$ cat src/rtl/mnist_cnn_pkg.sv
// Shared MNIST CNN definitions: data widths, activation limits and the
// window-stage state encoding used by the conv, pooling and dense stages.
package mnist_cnn_pkg;

  localparam int unsigned PROD_W = 15;
  localparam int unsigned OUT_W  = 8;

  localparam logic [OUT_W-1:0] ACT_MAX = {1'b0, {(OUT_W-1){1'b1}}};
  localparam logic [OUT_W-1:0] ACT_MIN = {1'b1, {(OUT_W-1){1'b0}}};

  typedef enum logic [1:0] {
    ST_IDLE  = 2'd0,
    ST_ACCUM = 2'd1,
    ST_HOLD  = 2'd2
  } mac_state_e;

endpackage

$ cat src/rtl/conv_mac_accum_act_sat.sv
// act_sat: combinational signed IN_W -> OUT_W saturation.
// Build macro CONV_MAC_RELU_EN: clamp negative sums to 0 before saturating.
module act_sat #(
  parameter int unsigned IN_W  = 21,
  parameter int unsigned OUT_W = 8
) (
  input  logic [IN_W-1:0]  din,
  output logic [OUT_W-1:0] dout_c
);

  localparam logic [OUT_W-1:0] SAT_MAX = {1'b0, {(OUT_W-1){1'b1}}};

  logic sign;
  logic hi_zeros;

  // Value fits in OUT_W signed iff bits [IN_W-1:OUT_W-1] are all equal
  always_comb begin
    sign     = din[IN_W-1];
    hi_zeros = ~|din[IN_W-1:OUT_W-1];
  end

`ifdef CONV_MAC_RELU_EN
  // ReLU then saturate high; result range 0..SAT_MAX
  always_comb begin
    dout_c = din[OUT_W-1:0];
    if (sign) begin
      dout_c = '0;
    end else if (!hi_zeros) begin
      dout_c = SAT_MAX;
    end
  end
`else
  localparam logic [OUT_W-1:0] SAT_MIN = {1'b1, {(OUT_W-1){1'b0}}};

  logic hi_ones;

  // Upper-bit all-ones test for the negative range check
  always_comb begin
    hi_ones = &din[IN_W-1:OUT_W-1];
  end

  // Symmetric signed saturation
  always_comb begin
    dout_c = din[OUT_W-1:0];
    if (!sign && !hi_zeros) begin
      dout_c = SAT_MAX;
    end else if (sign && !hi_ones) begin
      dout_c = SAT_MIN;
    end
  end
`endif

endmodule

$ cat src/rtl/conv_mac_accum.sv
// conv_mac_accum: accumulates KERNEL_N signed products plus a bias per
// kernel window and emits one saturated activation, held until consumed.
// Build macro CONV_MAC_RELU_EN: apply ReLU ahead of output saturation.
module conv_mac_accum #(
  parameter int unsigned PROD_W   = mnist_cnn_pkg::PROD_W,
  parameter int unsigned KERNEL_N = 25,
  parameter int unsigned ACC_W    = 21,
  parameter int unsigned OUT_W    = mnist_cnn_pkg::OUT_W
) (
  input  logic              clk,
  input  logic              reset,
  input  logic              clear,
  input  logic              in_valid,
  input  logic [PROD_W-1:0] in_data,
  input  logic [PROD_W-1:0] bias,
  output logic              in_ready,
  output logic              out_valid,
  output logic [OUT_W-1:0]  out_data,
  input  logic              out_ready,
  output logic              overrun
);

  import mnist_cnn_pkg::*;

  localparam int unsigned CNT_W = 8;

  // Elaboration-time parameter legality
  if (KERNEL_N < 1 || KERNEL_N > 255) begin : g_bad_kernel
    $error("conv_mac_accum: KERNEL_N must be in 1..255");
  end
  if (ACC_W < PROD_W + $clog2(KERNEL_N + 1)) begin : g_bad_acc
    $error("conv_mac_accum: ACC_W too narrow for KERNEL_N products");
  end
  if (ACC_W <= OUT_W) begin : g_bad_out
    $error("conv_mac_accum: ACC_W must exceed OUT_W");
  end

  mac_state_e         state, state_n;
  logic [ACC_W-1:0]   acc, acc_n;
  logic [CNT_W-1:0]   cnt, cnt_n;
  logic               out_valid_n;
  logic [OUT_W-1:0]   out_data_n;
  logic               overrun_n;
  logic               in_ready_n;

  logic [ACC_W-1:0]   data_sx_c;
  logic [ACC_W-1:0]   sum_c;
  logic [OUT_W-1:0]   sat_c;

  // Next accumulator value for an accepted beat; IDLE seeds with the bias
  always_comb begin
    data_sx_c = {{(ACC_W-PROD_W){in_data[PROD_W-1]}}, in_data};
    if (state == ST_IDLE) begin
      sum_c = {{(ACC_W-PROD_W){bias[PROD_W-1]}}, bias} + data_sx_c;
    end else begin
      sum_c = acc + data_sx_c;
    end
  end

  act_sat #(
    .IN_W  (ACC_W),
    .OUT_W (OUT_W)
  ) u_act_sat (
    .din    (sum_c),
    .dout_c (sat_c)
  );

  // State register and all registered outputs
  always_ff @(posedge clk or posedge reset) begin
    if (reset) begin
      state     <= ST_IDLE;
      acc       <= '0;
      cnt       <= '0;
      out_valid <= 1'b0;
      out_data  <= '0;
      overrun   <= 1'b0;
      in_ready  <= 1'b1;
    end else begin
      state     <= state_n;
      acc       <= acc_n;
      cnt       <= cnt_n;
      out_valid <= out_valid_n;
      out_data  <= out_data_n;
      overrun   <= overrun_n;
      in_ready  <= in_ready_n;
    end
  end

  // Next-state and output logic; clear overrides everything
  always_comb begin
    state_n     = state;
    acc_n       = acc;
    cnt_n       = cnt;
    out_valid_n = out_valid;
    out_data_n  = out_data;
    overrun_n   = overrun;

    if (clear) begin
      state_n     = ST_IDLE;
      acc_n       = '0;
      cnt_n       = '0;
      out_valid_n = 1'b0;
      overrun_n   = 1'b0;
    end else begin
      unique case (state)
        ST_IDLE: begin
          if (in_valid) begin
            acc_n = sum_c;
            cnt_n = CNT_W'(1);
            if (KERNEL_N == 1) begin
              state_n     = ST_HOLD;
              out_valid_n = 1'b1;
              out_data_n  = sat_c;
            end else begin
              state_n = ST_ACCUM;
            end
          end
        end
        ST_ACCUM: begin
          if (in_valid) begin
            acc_n = sum_c;
            cnt_n = cnt + CNT_W'(1);
            if (cnt == CNT_W'(KERNEL_N - 1)) begin
              state_n     = ST_HOLD;
              out_valid_n = 1'b1;
              out_data_n  = sat_c;
            end
          end
        end
        ST_HOLD: begin
          if (in_valid) begin
            overrun_n = 1'b1;
          end
          if (out_ready) begin
            state_n     = ST_IDLE;
            out_valid_n = 1'b0;
            cnt_n       = '0;
          end
        end
        default: begin
          state_n = ST_IDLE;
        end
      endcase
    end

    in_ready_n = (state_n != ST_HOLD);
  end

endmodule

$ cat config.mk
export PLATFORM = sky130hd
export DESIGN_NAME = conv_mac_accum
export DESIGN_NICKNAME = d
export VERILOG_FILES = /design/src/rtl/mnist_cnn_pkg.sv /design/src/rtl/conv_mac_accum_act_sat.sv /design/src/rtl/conv_mac_accum.sv
export SDC_FILE = /design/constraint.sdc
export NUM_CORES = 1
export LEC_CHECK = 0
export ABC_AREA = 1
export CAP_MARGIN = 20
export CORE_MARGIN = 2
export CORE_UTILIZATION = 52
export CTS_CLUSTER_DIAMETER = 200
export DETAILED_ROUTE_END_ITERATION = 10
export PLACE_DENSITY = 0.81
export SLEW_MARGIN = 20
export SYNTH_ARGS = -nofsm -noshare
export SYNTH_HDL_FRONTEND = slang
export SYNTH_SLANG_ARGS = --single-unit
export TNS_END_PERCENT = 50
$ cat constraint.sdc
create_clock -name clk -period 3.01 [get_ports clk]
set_input_delay 0.602 -clock clk [delete_from_list [all_inputs] [get_ports clk]]
set_output_delay 0.602 -clock clk [all_outputs]
set_load 0.1 [all_outputs]
==> results.md, run 1 <==
* Post-synth EDFFs at 0
* RR Endpoint: out_data[6]$_DFFE_PP0P_
* Synth warnings at 0
* Hold endpoint: out_valid$_DFFE_PP0P_
* Worst Path Arrival at 3.06 ns
* Vias in the first global route at 5,080
* Tot Pwr at 2.365 mW
* Post-Synthesis Cells at 777
* Worst Skew at 0.009041 ns
* GRT Total Usage at 0.2972
* Worst Hold Path Cells at 2
* Fin cells at 1,011
* Layout fillers at 699
* Residual DRC count at 0
* Met1 WL at 6.681 mm
* Leak pwr at 3.562 nW
* Hold Path Class: register to register
* Final Setup Violations at 0
* First-pass GRT wire length at 23.68 mm
* Max Cap Viol at 0
* Clock sink total at 42
* Die area at 9736 um2
* Met3 WL post-DR at 1.119 mm
* Die H at 98.67 um
* Core area at 8721 um2
* Clk buf depth at 2
* Critical path startpoint category: input port
* Critical path fanouts, max at 7
* Comb pwr share at 0.533
* Power Density at 370.2 nW/um2
* WL per Instance at 14.97 um
* Synth cell types at 36
* # diodes at 0
* Initial DRT Pass Iterations at 5
* Placed instance count at 1,000
* Final worst path period share at 0.9536
* Die Span X at 98.67 um
* Slew at the pin closest to its max-slew limit at 0.7137 ns
* H-tree depth at 2
* Vias at 5,456
* IO Port Bufs at 45
* Fmax at 348.4 MHz
* Combined area of the multi-input logic cells at 3411 um2
* Top routing layer used: met4
* Maximum VDD drop at 0.2962 mV
* Hold-fix buffers, CTS at 0
* Post-synth net total at 855
* Sw Share at 0.4051
* Crit path kind: input port to register
* Metal2 WL at 7.072 mm
* GRT overflow at 0
* Clock power share at 0.198
* DR iter-0 viols at 458
* RR Startpoint: acc[0]$_DFFE_PP0P_
* I/O pins at 46
* Hold wc startpoint: out_valid$_DFFE_PP0P_
* GPL Wtd Cong at 0.9289
* Worst r2r path cells at 20
* Layout cells sized above 1 at 0.2292
* Via-per-instance ratio at 5.397
* Largest net degree at the start of global routing at 43
* FP Rows at 34
* Sequential fraction of design power at 0.269
* Root buffer cell: clkbuf_8
* Clk_lat worst skew at 0.29 ns
* Initial Util at 0.5344
* Psw at 0.9581 mW
* Max_slew headroom at 0.5237
* Slew Viols, Final at 0
* Post-DP HPWL at 11.20 mm
* Post-Syn Area at 4661 um2
* Post-route ant nets at 0
* CTS tree: built
* Mapped Avg Cell Area at 5.998 um2
* Async SR Flop Fraction at 1.000
* P_int at 1.407 mW
* Crit path time final at 2.870 ns
* Reg-to-reg slack, setup at 0.45 ns
* Status: completed
* Setup_tns at 0 ns
* Final hold slack at 0.4943 ns
* Initial antenna violation count at 0
* Drt total wl at 15.14 mm
* Crit. End Element: register
* Register cell area after layout at 1052 um2
* Fin. Hold Viols at 0
* Register bit total from synthesis at 42
* Worst EP required at 3.20 ns
* Num CTS Buffers at 5
* Final net count at 980
* Clk pin slew, worst setup/hold paths at 0.08 ns
* Area Growth Syn to Fin at 37.07%
* Sequential element share of the synthesized area at 0.2258
* Synth Flop Type: dfrtp_1
-- timing repair --
action / in CTS / in global routing
gates resized for setup: 2 / 86
cloned: 0 / 0
pin swaps: 1 / 25
hold endpoints to repair: 0 / 0
setup buffers: 1 / 2
endpoints found under the setup margin: 7 / 9
-- cell usage after synthesis (2+ instances only) --
library cell | n | area, um2
o21ai_1 | 3 | 15.01
nor3_1 | 10 | 50.05
inv_1 | 154 | 578.1
o21ai_0 | 30 | 150.1
inv_2 | 3 | 11.26
clkbuf_1 | 6 | 22.52
fa_1 | 2 | 40.04
a32oi_1 | 2 | 17.52
nand4_1 | 11 | 68.82
a21oi_2 | 9 | 78.83
nand2_2 | 12 | 75.07
dfrtp_1 | 41 | 1026
nand3_1 | 84 | 420.4
or2_2 | 4 | 25.02
nand3_2 | 2 | 20.02
a21oi_1 | 32 | 160.2
nor2_2 | 5 | 31.28
xnor2_1 | 3 | 26.28
and3_1 | 2 | 12.51
xor2_1 | 4 | 35.03
nand2_1 | 257 | 964.7
nor2_1 | 42 | 157.7
and2_1 | 3 | 18.77
buf_2 | 3 | 15.01
nand3b_1 | 2 | 15.01
ha_1 | 41 | 513.0
-- routing by layer --
layer	up-vias	track usage
met5	-	0
met1	2503	0.4235
met2	226	0.4793
met3	32	0.05106
li1	2695	-
met4	0	0.05901
-- layout by cell type (no fill, tap or decap), types with 11 or more instances in the layout --
cell type | Yosys | layout
dfrtp_1 | 41 | 41
nand4_1 | 11 | 11
inv_1 | 154 | 151
nand3_1 | 84 | 71
nand3_2 | 2 | 13
a21oi_1 | 32 | 32
dlymetal6s2s_1 | 0 | 11
nor2_2 | 5 | 11
ha_4 | 0 | 20
o21ai_0 | 30 | 29
clkdlybuf4s50_1 | 0 | 22
nor2_1 | 42 | 35
ha_1 | 41 | 19
nand2_1 | 257 | 237
nand2_2 | 12 | 29
buf_4 | 0 | 91
-- worst max-delay path, cell delays in order --
cell,delay [ns]
clkdlybuf4s50_1,0.42
buf_4,0.15
ha_1,0.21
nand2_2,0.10
nand2_1,0.06
nand2_1,0.09
nand2_1,0.11
nand2_1,0.12
nand2_1,0.10
nand2_1,0.13
nand2_1,0.06
nand2_1,0.07
nand3_1,0.08
nand2_1,0.11
nand2_1,0.06
nor2_1,0.12
nand2_1,0.11
a21oi_4,0.15
buf_12,0.15
a21oi_2,0.05
-- power by group through the flow --
stage | clock network, mW | registers, mW | logic, mW
2_1_floorplan | 0 | 0.640 | 0.640
3_5_place_dp | 0 | 0.640 | 1.09
5_1_grt | 0.488 | 0.640 | 1.39
3_3_place_gp | 0 | 0.638 | 1.07
6_report | 0.467 | 0.637 | 1.26
4_1_cts | 0.472 | 0.629 | 1.10
-- sequential cells by signal, summed over array words and instances (netlist names) --
register   count
state          2
acc           21
cnt            8
out_data       8
out_valid      1
overrun        1
in_ready       1
-- cells by family (layout without fill, tap and decap cells) --
family / count (synthesis) / after routing / synth area share
buf+inv: 167 / 293 / 0.1353
xor+xnor: 7 / 7 / 0.01315
fa+ha+maj: 43 / 43 / 0.1187
simple gates: 437 / 437 / 0.4062
flops: 42 / 42 / 0.2258
compound gates: 80 / 80 / 0.09879
mux: 1 / 1 / 0.002148
-- per-stage QoR --
| stage | setup slack [ns] | cell area, um2 | util |
|---|---|---|---|
| 2_1_floorplan | 0.4359 | 4661 | - |
| 3_3_place_gp | -0.2444 | 5774 | 0.6621 |
| 3_5_place_dp | -0.3413 | 5774 | 0.6621 |
| 4_1_cts | 0.01303 | 5914 | 0.6782 |
| 5_1_grt | -0.05697 | 6389 | 0.7326 |
| 6_report | 0.1398 | 6389 | 0.7326 |
-- worst max path at each step --
| stage | from | end | slack, ns |
|---|---|---|---|
| floorplan | in_data[0] | out_data[0]$_DFFE_PP0P_ | 0.44 |
| global placement | in_data[0] | out_data[2]$_DFFE_PP0P_ | -0.24 |
| detailed placement | in_data[0] | out_data[2]$_DFFE_PP0P_ | -0.34 |
| CTS | in_data[0] | out_data[5]$_DFFE_PP0P_ | 0.01 |
| global route | bias[0] | out_data[1]$_DFFE_PP0P_ | -0.06 |
| finish | in_data[1] | out_data[1]$_DFFE_PP0P_ | 0.14 |
-- area by class of cell --
class,count,area share
timing repair buffer,127,0.1692
clock inverter,1,0.004700
clock buffer,7,0.01351
inverter,158,0.09283
multi-input combinational,568,0.5339
tap,108,0.02115
sequential,42,0.1647
No activity file was read; power rests on OpenSTA's default activity.
==> inputs of run 2 (changes only) <==
Settings changed: PLACE_DENSITY 0.81 to 0.84, SYNTH_HIERARCHICAL from default to 1.
Clock period 3.01 ns to 2.32 ns, I/O delays scaled along.
==> results.md, run 2 <==
* Critical path fanouts, max at 7 (unchanged)
* RR Startpoint: acc[0]$_DFFE_PP0P_
* Xor-xnor portion of the synthesized cell area at 0.007690 (-0.005464)
* Synth cell types at 44 (+22%)
* Final Setup Violations at 8 (+8)
* Slew at the pin closest to its max-slew limit at 0.5691 ns (-0.1446 ns)
* I/O pins at 46 (unchanged)
* Reg-to-reg slack, setup at -0.20 ns (-0.65 ns)
* Setup_tns at -1.376 ns (-1.376 ns)
* Final worst path period share at 1.093
* Fin cells at 1,002 (-0.89%)
* Sequential element share of the synthesized area at 0.2310 (+0.005209)
* Slowest CP cell: ha_4
* Area share of and/or/nand/nor cells after synthesis at 0.4232 (+0.01706)
* Worst EP required at 2.51 ns (-0.69 ns)
* Max Cap Viol at 0 (unchanged)
* Final net count at 971 (-0.92%)
* Crit path time final at 2.536 ns
* Max reg flops at 21 (unchanged)
* Post-route ant nets at 0 (unchanged)
* FP Rows at 34 (unchanged)
* Status: complete, but fails checks
* Vias in the first global route at 5,307 (+4.5%)
* Via-per-instance ratio at 5.580 (+3.4%)
* GRT overflow at 0 (unchanged)
* Most common library cells after synthesis: 257 x nand2_1, 83 x inv_1, 58 x nand3_1
* Die H at 97.60 um (-1.1%)
* Area Growth Syn to Fin at 53.94%
* GPL Wtd Cong at 0.9545 (+2.8%)
* Initial DRT Pass Iterations at 5 (unchanged)
* Clk pin slew, worst setup/hold paths at 0.09 ns (about the same)
* Most frequent cells in the layout: 220 x nand2_1, 138 x buf_4, 73 x inv_1
* Synth Area in Compound Gates at 0.1189 (+0.02013)
* Die area at 9526 um2 (-2.2%)
* Hold-fix buffers, CTS at 0 (unchanged)
* Yosys top cell area share at 0.2252 (+0.005079)
* Num CTS Buffers at 5 (unchanged)
* Clk_lat worst skew at 0.30 ns (about the same)
* Area leader, netlist: dfrtp_1
* Maximum VDD drop at 0.3621 mV (+22%)
* Slew Viols, Final at 0 (unchanged)
* Critical path's largest stage delay at 0.26 ns (-0.16 ns)
* Leak pwr at 3.587 nW (+0.69%)
* Initial Util at 0.5301 (-0.004294)
* Most flops, register: acc
* Most used cell, CP: nand2_1
* Vias at 5,591 (+2.5%)
* Clk buf depth at 2 (unchanged)
* Layout fillers at 553 (-21%)
* Crit path cell chain: dlygate4sd2_1, buf_6, ha_4, buf_4, nand2_2, inv_1, nand2_1, nand2_1, a21oi_2, nand3b_1, nand3_1, nand2_2, nor2_1, nand2_1, nor2_1, nand2_1, nand2_4, nand2_1, nand3_1, nand2_1
* Post-synth net total at 793 (-7.3%)
* Fmax at 394.3 MHz
* Layout cells sized above 1 at 0.4183 (+0.1891)
* Clock sink total at 42 (unchanged)
* Mapped Avg Cell Area at 6.371 um2 (+6.2%)
* Power Density at 505.5 nW/um2 (+37%)
* Post-Syn Area at 4556 um2 (-2.3%)
* Placed instance count at 956 (-4.4%)
* Final hold slack at 0.4917 ns (-0.002641 ns)
* Failing checks: setup timing
* Worst setup path start: in_data[14]
* Top post-synthesis cells by area: dfrtp_1 23%, nand2_1 21%, ha_1 11%
* Post-DP HPWL at 10.94 mm (-2.4%)
* Largest family of logic cells by synthesized area: simple AND/OR/NAND/NOR gates
* Mux share of post-synthesis cell area at 0.002197 (+0.00004955)
* Busiest grt layer: met2
* WL per Instance at 16.36 um (+9.2%)
* Post-synth EDFFs at 0 (unchanged)
* Residual DRC count at 0 (unchanged)
* Hold wc startpoint: out_data[0]$_DFFE_PP0P_
* Root buffer cell: clkbuf_8
* Top-count cell post-synth: nand2_1
* Grt met3 use at 0.03669 (-0.01437)
* Register bit total from synthesis at 42 (unchanged)
* GR met2 Demand/Resource at 0.5655 (+0.08619)
* IO Port Bufs at 45 (unchanged)
* CTS tree: built
* Post-synthesis adder-cell area fraction at 0.1214 (+0.002738)
* Grt met1 use at 0.3861 (-0.03733)
* Initial antenna violation count at 0 (unchanged)
* Critical path startpoint category: input port
* RSZ-0062 raised after global routing: yes
* Worst Path Arrival at 2.73 ns (-0.33 ns)
* Setup ws final at -0.2161 ns (-0.3558 ns)
* Hold Path Class: register to register
* Synth Flop Type: dfrtp_1
* Post-Synthesis Cells at 715 (-8.0%)
* # diodes at 0 (unchanged)
* Die Span X at 97.60 um (-1.1%)
* Crit. End Element: register
* Most common cell after layout, fill and taps aside: nand2_1
* Largest net degree at the start of global routing at 43 (unchanged)
* Fin. Hold Viols at 0 (unchanged)
* Max_slew headroom at 0.6197 (+0.09601)
* Core area at 8593 um2 (-1.5%)
* Worst slack, placed at -0.9316 ns (-0.5903 ns)
* Biggest regs: acc (21), cnt (8), out_data (8)
* Crit path kind: input port to register
* First-pass GRT wire length at 24.29 mm (+2.6%)
* Async SR Flop Fraction at 1.000 (unchanged)
* GRT Total Usage at 0.3072 (+0.009984)
* DR iter-0 viols at 376 (-18%)
* H-tree depth at 2 (unchanged)
* Synth warnings at 6 (+6)
* Drt total wl at 16.39 mm (+8.3%)
* Worst Skew at 0.008431 ns (-0.0006099 ns)
run 2: final timing paths:
path | to | cells past startpoint
worst max-delay path | out_data[4]$_DFFE_PP0P_ | 20
worst min register to register | out_data[0]$_DFFE_PP0P_ | 2
worst min-delay path | out_data[0]$_DFFE_PP0P_ | 2
min in group asynchronous | acc[12]$_DFFE_PP0P_ | 3
worst max register to register | out_data[4]$_DFFE_PP0P_ | 21
max in group asynchronous | in_ready$_DFF_PP1_ | 3
run 2: through the flow:
stage	instance area (um2)	util	power, mW
3_5_place_dp	5848	0.6805	2.449
6_report	7013	0.8161	3.545
5_1_grt	7013	0.8161	3.737
2_1_floorplan	4601	-	1.779
4_1_cts	6558	0.7631	3.226
3_3_place_gp	5848	0.6805	2.407
run 2: layout make-up:
class | instances | area, um2 | share of cell area
Clock inverter | 3 | 23.77 | 0.003390
Clock buffer | 5 | 68.82 | 0.009813
Timing Repair Buffer | 181 | 1444 | 0.2059
Sequential cell | 42 | 1052 | 0.1500
Tap cell | 108 | 135.1 | 0.01927
Inverter | 97 | 367.9 | 0.05245
Multi-Input combinational cell | 566 | 3921 | 0.5591
run 2: cells by family after synthesis:
| logic type | after synthesis |
|---|---|
| buffers and inverters | 107 |
| and+or+nand+nor | 427 |
| muxes | 1 |
| AOI/OAI and AO/OA | 91 |
| adders and majority gates | 43 |
| DFF | 42 |
| xor gates and xnor gates | 4 |
run 2: repair_timing:
| item | CTS | global route |
|---|---|---|
| resized for setup | 99 | 108 |
| endpoints found under the setup margin | 16 | 22 |
| pin swaps | 48 | 52 |
| setup buffers | 22 | 17 |
run 2: worst max-delay path, delay by kind of cell:
kind / cells / cell delay, ns
buffers and inverters: 4 / 0.59
AO/OA/AOI/OAI: 1 / 0.16
adder cells (fa/ha/maj): 1 / 0.26
AND/OR/NAND/NOR: 14 / 1.25
run 2: per-layer routing:
layer,vias to the layer above,share of wire
met4,0,0.031
met1,2626,0.39
met2,258,0.51
met3,51,0.066
met5,-,0
li1,2656,-
run 2: where the power goes:
part	switching (mW)	internal, mW	leakage (nW)
clock network	0.302	0.216	0.0408
logic	1.18	1.01	2.98
registers	0.0549	0.785	0.564
total	1.54	2.01	3.59
==> inputs of run 3 (changes only) <==
Settings changed: CTS_BUF_LIST from default to sky130_fd_sc_hd__clkbuf_8.
==> results of run 3 <==
No change in the layout: final DEF, timing and power equal those of run 2.
